--- src/rtl/rf_wb_arbiter.sv ---
// Writeback arbiter for the 4x16 register file: round-robin ALU/MEM grant, registered write port,
// pending-write scoreboard with RAW hazard flag. Optional forwarding outputs under `WB_BYPASS_EN.
module rf_wb_arbiter #(
  parameter int DW = 16,
  parameter int AW = 2
) (
  input  logic                  clk,
  input  logic                  reset_n,
  input  logic                  alu_valid,
  output logic                  alu_ready,
  input  logic [AW-1:0]         alu_addr,
  input  logic [DW-1:0]         alu_data,
  input  logic                  mem_valid,
  output logic                  mem_ready,
  input  logic [AW-1:0]         mem_addr,
  input  logic [DW-1:0]         mem_data,
  input  logic                  issue_valid,
  input  logic [AW-1:0]         issue_addr,
  input  logic [AW-1:0]         rd_addr1,
  input  logic [AW-1:0]         rd_addr2,
  output logic                  hazard,
  output logic [(1<<AW)-1:0]    busy,
  output logic                  issue_conflict,
`ifdef WB_BYPASS_EN
  output logic                  byp1_hit,
  output logic                  byp2_hit,
  output logic [DW-1:0]         byp_data,
`endif
  output logic                  rf_write,
  output logic [AW-1:0]         rf_addr,
  output logic [DW-1:0]         rf_data
);

  localparam int NREG = 1 << AW;

  // Handshake: a source's request completes in any cycle where its valid and ready are both 1.
  // Ready is a pure function of the valids and the round-robin pointer; a source that is not
  // granted must hold valid/addr/data until it is.
  logic                r_last_mem;
  logic                r_rf_write;
  logic [AW-1:0]       r_rf_addr;
  logic [DW-1:0]       r_rf_data;
  logic [NREG-1:0]     r_busy;
  logic                r_issue_conflict;

  logic                w_grant_alu;
  logic                w_grant_mem;
  logic [NREG-1:0]     w_set_vec;
  logic [NREG-1:0]     w_clr_vec;
  logic [NREG-1:0]     w_busy_next;
  logic                w_conflict_next;
  logic [NREG-1:0]     w_hazard_vec;

  always_comb begin
    w_grant_alu = alu_valid & (~mem_valid | r_last_mem);
    w_grant_mem = mem_valid & (~alu_valid | ~r_last_mem);
  end

  assign alu_ready = w_grant_alu;
  assign mem_ready = w_grant_mem;

  always_ff @(posedge clk or negedge reset_n) begin
    if (!reset_n) begin
      r_last_mem <= 1'b1;
    end else if (w_grant_alu) begin
      r_last_mem <= 1'b0;
    end else if (w_grant_mem) begin
      r_last_mem <= 1'b1;
    end
  end

  always_ff @(posedge clk or negedge reset_n) begin
    if (!reset_n) begin
      r_rf_write <= 1'b0;
      r_rf_addr  <= '0;
      r_rf_data  <= '0;
    end else begin
      r_rf_write <= w_grant_alu | w_grant_mem;
      if (w_grant_alu) begin
        r_rf_addr <= alu_addr;
        r_rf_data <= alu_data;
      end else if (w_grant_mem) begin
        r_rf_addr <= mem_addr;
        r_rf_data <= mem_data;
      end
    end
  end

  // Set is OR-ed in after the clear so a same-edge re-issue keeps the register pending.
  always_comb begin
    w_set_vec       = issue_valid ? ({{(NREG-1){1'b0}}, 1'b1} << issue_addr) : '0;
    w_clr_vec       = r_rf_write  ? ({{(NREG-1){1'b0}}, 1'b1} << r_rf_addr)  : '0;
    w_busy_next     = (r_busy & ~w_clr_vec) | w_set_vec;
    w_conflict_next = issue_valid & r_busy[issue_addr] & ~w_clr_vec[issue_addr];
  end

  always_ff @(posedge clk or negedge reset_n) begin
    if (!reset_n) begin
      r_busy           <= '0;
      r_issue_conflict <= 1'b0;
    end else begin
      r_busy           <= w_busy_next;
      r_issue_conflict <= w_conflict_next;
    end
  end

`ifdef WB_BYPASS_EN
  // The register being written this cycle is forwarded, so it does not stall decode.
  assign w_hazard_vec = r_busy & ~w_clr_vec;
  assign byp1_hit     = r_rf_write & (r_rf_addr == rd_addr1);
  assign byp2_hit     = r_rf_write & (r_rf_addr == rd_addr2);
  assign byp_data     = r_rf_data;
`else
  assign w_hazard_vec = r_busy;
`endif

  assign hazard         = w_hazard_vec[rd_addr1] | w_hazard_vec[rd_addr2];
  assign busy           = r_busy;
  assign issue_conflict = r_issue_conflict;
  assign rf_write       = r_rf_write;
  assign rf_addr        = r_rf_addr;
  assign rf_data        = r_rf_data;

endmodule
--- config.mk ---
export PLATFORM = sky130hd
export DESIGN_NAME = rf_wb_arbiter
export DESIGN_NICKNAME = d
export VERILOG_FILES = /design/src/rtl/rf_wb_arbiter.sv
export SDC_FILE = /design/constraint.sdc
export NUM_CORES = 1
export LEC_CHECK = 0
export CORE_UTILIZATION = 44
export CTS_BUF_LIST = sky130_fd_sc_hd__clkbuf_8
export DETAILED_ROUTE_END_ITERATION = 10
export MAX_ROUTING_LAYER = met4
export PLACE_DENSITY = 0.88
export REMOVE_ABC_BUFFERS = 1
export SYNTH_ARGS = -nofsm -noshare
export SYNTH_HDL_FRONTEND = slang
export SYNTH_SLANG_ARGS = --single-unit
--- constraint.sdc ---
create_clock -name clk -period 2.13 [get_ports clk]
set_input_delay 0.3195 -clock clk [delete_from_list [all_inputs] [get_ports clk]]
set_output_delay 0.3195 -clock clk [all_outputs]
set_load 0.01 [all_outputs]
==> summary.md, run 1 <==
| Metric | Value |
|---|---|
| Setup violators final | `0` |
| RSZ-0062 raised after global routing | `no` |
| Setup crit end kind | `primary output` |
| Setup WS post-layout | `0.0556 ns` |
| Number of global-route vias before repair | `1,479` |
| First-pass GRT wire length | `6300 um` |
| Vias | `1,455` |
| Tightest Hold Check Type | `in2async` |
| Via density | `5.60` |
| Final Hold Viols | `0` |
| Drt drc | `0` |
| Antenna cells | `0` |
| Final Total Pwr | `0.00144 W` |
| Die W | `58.4 um` |
| Root Driver | `clkbuf_8` |
| Worst slew pin tran | `0.318 ns` |
| P per Cell Area | `645 mW/mm2` |
| Initial DRC Count | `63` |
| Period utilization | `97.4%` |
| GPL Wtd Cong | `0.820` |
| Worst-path clk slew | `0.08 ns` |
| Met2 WL | `2010 um` |
| Critical path buffer and inverter count | `4` |
| Core box area | `0.00303 mm2` |
| TritonCTS Buffers | `3` |
| Synth Instances | `141` |
| Critical path arrival | `1.75 ns` |
| Num ports | `74` |
| Cell family with most CP delay | `buffers and inverters` |
| Crit path kind | `in2out` |
| Peak Freq | `482 MHz` |
| Register area share after synthesis | `44.8%` |
| Crit path largest cell delay | `0.58 ns` |
| Final #Nets | `264` |
| Met3 wire len | `329 um` |
| Worst rel slew slack | `78.8%` |
| Initial antenna violation count | `0` |
| CP Max Fanout | `6` |
| Worst ir drop on vdd | `0.000324 V` |
| Max cap viols | `0` |
| Layout area overhead | `59.8%` |
| Warnings from Yosys | `0` |
| CP startpoint | `mem_valid` |
| Pre-CTS setup slack | `0.0600 ns` |
| Total global routing overflow | `0` |
| Leakage | `0.963 nW` |
| Placed cell area | `0.00219 mm2` |
| Crit path to | `alu_ready` |
| WL/cell | `15.4 um` |
| R2R cell count | `4` |
| Critical-path cell list | `clkdlybuf4s50_1 -> inv_1 -> o21ai_0 -> inv_1 -> clkdlybuf4s50_1` |
| Commonest non-fill, non-tap cell in the layout | `clkdlybuf4s50_1` |
| Clk_skew | `0.00210 ns` |
| Num rows | `20` |
| CTS tree | `done` |
| Detail Placement HPWL | `2970 um` |
| Post-detailed-routing wire length | `4000 um` |
| Post-route cell area | `0.00224 mm2` |
| Htree depth | `1` |
| Commonest non-fill, non-tap cells in the layout | `clkdlybuf4s50_1, dfrtp_1, inv_1` |
| Die Ht | `58.4 um` |
| Clock sink count | `25` |
| Worst setup SP type | `input pin` |
| Post-synthesis instance area | `0.00140 mm2` |
| Reg-to-reg startpoint | `r_last_mem` |
| Die ar. | `0.00341 mm2` |
| Setup repair bufs after CTS | `0` |
| Cell count along the critical path | `5` |
| Final worst path period need | `2.07 ns` |
| Yosys reg bits | `25` |
| Port buffer count | `73` |
| Drt first pass iters | `4` |
| Setup TNS | `0 ns` |
| Wire length on met1 | `1560 um` |
| Reg2Reg Setup Slack | `0.33 ns` |
| Clk buf depth | `2` |
| Top Layer Used | `met4` |
| Syn Area/Cell | `9.93 um2` |
| Final core utilization | `73.9%` |
| Share of layout cells above drive strength 1 | `15.7%` |
| GRT Util Overall | `24.6%` |
| CP max stage cell | `clkdlybuf4s50_1` |
| Status | `complete, no violations` |
| Worst-Skew Late Latency | `0.26 ns` |
| Largest net degree at the start of global routing | `26` |
| Routed Antenna Nets | `0` |
| Initial core utilization | `46.2%` |
| Reg-to-Reg End | `rf_addr[1]` |
| CP Data Required Time | `1.81 ns` |
| Max Slew Vio Count | `0` |
| Synth cell types | `25` |
-- repair_timing --
action / in CTS / in global routing
setup endpoints to repair: 0 / 1
gates resized for setup: 0 / 1
hold buffers: 0 / 0
-- state kept, by name, summed over array words and instances (netlist names) --
register	cells
issue_conflict	1
r_last_mem	1
busy	4
rf_data	16
rf_addr	2
rf_write	1
-- cell type report --
class	count	area [um2]
Timing Repair Buffer	81	793
Fill cell	212	791
Multi-Input combinational cell	85	638
Sequential cell	25	627
Inverter	21	78.8
Tap cell	44	55.1
Clock buffer	3	41.3
Clock inverter	1	3.75
-- worst min-delay path by stage --
stage                     cells past startpoint     from           to
final                                         2  reset_n   rf_data[1]
after global routing                          2  reset_n  rf_data[15]
after CTS                                     2  reset_n   rf_data[1]
after detailed placement                      2  busy[0]      busy[0]
after global placement                        2  busy[3]      busy[3]
after floorplan                               0  reset_n      busy[0]
-- metrics by stage --
step,std cells,hold slack [ns]
final,260,0.407
after global routing,260,0.428
after CTS,260,0.413
after detailed placement,256,0.561
after global placement,256,0.557
after floorplan,131,0.0239
-- kinds of logic (layout without fill, tap and decap cells) --
kind of cell | Yosys count | in the layout | share of synthesized area (%)
buffers and inverters | 31 | 106 | 9.65
XOR/XNOR | 2 | 2 | 1.25
AO/OA/AOI/OAI | 47 | 47 | 20.4
multiplexers | 21 | 21 | 18.2
AND/OR/NAND/NOR | 15 | 15 | 5.72
flip-flops | 25 | 25 | 44.8
-- report_power, final --
part | switching (W) | internal (W) | total, W
clock | 0.000146 | 0.000129 | 0.000275
sequential | 0.0000692 | 0.000552 | 0.000621
combinational | 0.000212 | 0.000336 | 0.000548
total | 0.000427 | 0.00102 | 0.00144
-- layer usage --
metal  global-route usage, %  vias to the layer above
met5                       -                        -
met4                    12.2                        0
met3                    3.52                       10
met2                    41.5                       99
met1                    28.8                      690
li1                        -                      656
-- cell usage after synthesis (all sizes together) --
library cell  number  area share, %
mux2              20             17
xnor2              2            1.3
o22ai             17            7.6
nand2              4            1.1
a31oi             16            7.1
a22o               1           0.63
and3               1           0.45
mux4               1            1.6
dfrtp             24             43
a21oi              1           0.36
or2                1           0.45
nor2               1           0.27
nor2b              4            1.8
clkbuf             3           0.80
buf                7            3.2
o21ai             11            3.9
a21bo              1           0.71
inv               21            5.6
nand2b             2           0.89
nand3              1           0.36
dfstp              1            1.9
nand4              1           0.45
Note: power is estimated with default switching activity, not from simulation.
==> run 2, diff against run 1 <==
- CAP_MARGIN: default -> 20
- CORE_ASPECT_RATIO: default -> 0.75
==> summary.md, run 2 (synthesis results as in run 1) <==
| Metric | Value |
|---|---|
| CP Max Fanout | `4` |
| Post-detailed-routing wire length | `4200 um` |
| Core box area | `0.00298 mm2` |
| Fin cells | `254` |
| Worst-Skew Late Latency | `0.27 ns` |
| Vias | `1,405` |
| Max reg flops | `16` |
| Detail Placement HPWL | `3210 um` |
| First-pass GRT wire length | `6920 um` |
| Worst rel slew slack | `78.2%` |
| Commonest non-fill, non-tap cell in the layout | `clkdlybuf4s50_1` |
| Switching Fraction | `29.9%` |
| Clock sink count | `25` |
| Largest net degree at the start of global routing | `26` |
| Clk_skew | `0.00145 ns` |
| Cell total after placement | `250` |
| Commonest non-fill, non-tap cells in the layout | `clkdlybuf4s50_1, dfrtp_1, inv_1` |
| Tightest Hold Check Type | `in2async` |
| Clk buf depth | `2` |
| Max cap viols | `0` |
| Peak Freq | `495 MHz` |
| Drt drc | `0` |
| WL/cell | `16.5 um` |
| Post-route cell area | `0.00223 mm2` |
| Die Ht | `50.9 um` |
| Die W | `67.1 um` |
| Critical path arrival | `1.70 ns` |
| GPL Wtd Cong | `0.761` |
| Initial antenna violation count | `0` |
| FILL cells | `219` |
| Worst ir drop on vdd | `0.000438 V` |
| Share of layout cells above drive strength 1 | `16.2%` |
| Layout area overhead | `59.3%` |
| Num ports | `74` |
| Worst slew pin tran | `0.327 ns` |
| Port buffer count | `73` |
| Switching power | `0.000436 W` |
| Placed cell area | `0.00218 mm2` |
| CTS tree | `done` |
| Leakage | `0.962 nW` |
| Total global routing overflow | `0` |
| Final worst path period need | `2.02 ns` |
| Final core utilization | `74.9%` |
| Final #Nets | `264` |
| Power Internal | `0.00102 W` |
| Setup TNS | `0 ns` |
| Crit path kind | `in2out` |
| Initial DRC Count | `101` |
| Fin Hold WS | `0.413 ns` |
| Max Slew Vio Count | `0` |
| Root Driver | `clkbuf_8` |
| GRT Util Overall | `28.3%` |
| Number of global-route vias before repair | `1,432` |
| Clock power share | `19.3%` |
| Setup crit end kind | `primary output` |
| Status | `complete, no violations` |
| Flop pwr share | `42.5%` |
| Multi-input gate area | `638 um2` |
| Reg area | `627 um2` |
| TritonCTS Buffers | `3` |
| Setup repair bufs after CTS | `0` |
| Via density | `5.53` |
| Initial core utilization | `47.0%` |
| Antenna cells | `0` |
| Htree depth | `1` |
| Worst-path clk slew | `0.09 ns` |
| Period utilization | `94.9%` |
| Drt first pass iters | `4` |
| Routed Antenna Nets | `0` |
| Gate power share | `38.2%` |
| Worst setup SP type | `input pin` |
| Die ar. | `0.00341 mm2` |
| Setup violators final | `0` |
| Final Hold Viols | `0` |
| Num rows | `17` |
| CP Data Required Time | `1.81 ns` |
| RSZ-0062 raised after global routing | `no` |
| P per Cell Area | `652 mW/mm2` |
==> run 2: changes by cell type in the layout (fill, tap and decap cells not counted), sizes merged <==
| cell | change |
|---|---|
| clkinv | +1 |
| inv | -1 |
==> run 2: worst max-delay path, stage by stage <==
cell	delay, ns
clkdlybuf4s50_1	0.51
inv_1	0.05
o21ai_0	0.26
inv_1	0.08
clkdlybuf4s50_1	0.48
==> run 2: area by class of cell <==
class	instances	share of cell area, %
clock buffers	3	1.85
clock inverters	1	0.224
inverters	21	3.53
multi-input cells	85	28.6
flip-flops and latches	25	28.1
well taps	38	2.13
repair buffers	81	35.6
==> run 2: final timing paths <==
check,to,from,slack (ns),cells after the start
min,busy[1],reset_n,0.41,2
max in group asynchronous,r_last_mem,reset_n,1.42,2
min in group clk,rf_data[8],r_last_mem,0.59,1
max,alu_ready,mem_valid,0.11,5
min reg2reg,rf_data[8],r_last_mem,0.59,1
max reg2reg,rf_addr[1],r_last_mem,0.39,4
==> run 2: timing repair <==
item | 4_1_cts | 5_1_grt
setup endpoints to repair | 0 | 1
hold buffers | 0 | 0
resized for setup | 0 | 1
==> run 2: power by group through the flow <==
stage / Combinational [W] / Sequential (W) / Clock (W)
final: 0.000556 / 0.000618 / 0.000281
after global routing: 0.000595 / 0.000631 / 0.000315
after detailed placement: 0.000556 / 0.000624 / 0
after floorplan: 0.000176 / 0.000651 / 0
after CTS: 0.000558 / 0.000617 / 0.000289
after global placement: 0.000529 / 0.000620 / 0
==> run 2: per-stage QoR <==
| stage | setup WS, ns | total power (W) |
|---|---|---|
| finish | 0.108 | 0.00145 |
| floorplan | 0.345 | 0.000826 |
| global route | 0.0204 | 0.00154 |
| CTS | 0.0202 | 0.00146 |
| detailed placement | 0.0174 | 0.00118 |
| global placement | 0.153 | 0.00115 |
==> run 2: layer usage <==
| layer | routed length, um | part of all wire [%] | track usage [%] | up-vias |
|---|---|---|---|---|
| met1 | 1730 | 41 | 32.9 | 682 |
| met4 | 48 | 1.1 | 6.74 | 0 |
| met5 | 0 | 0 | - | - |
| met2 | 2180 | 52 | 49.2 | 56 |
| li1 | - | - | - | 658 |
| met3 | 242 | 5.8 | 6.92 | 9 |
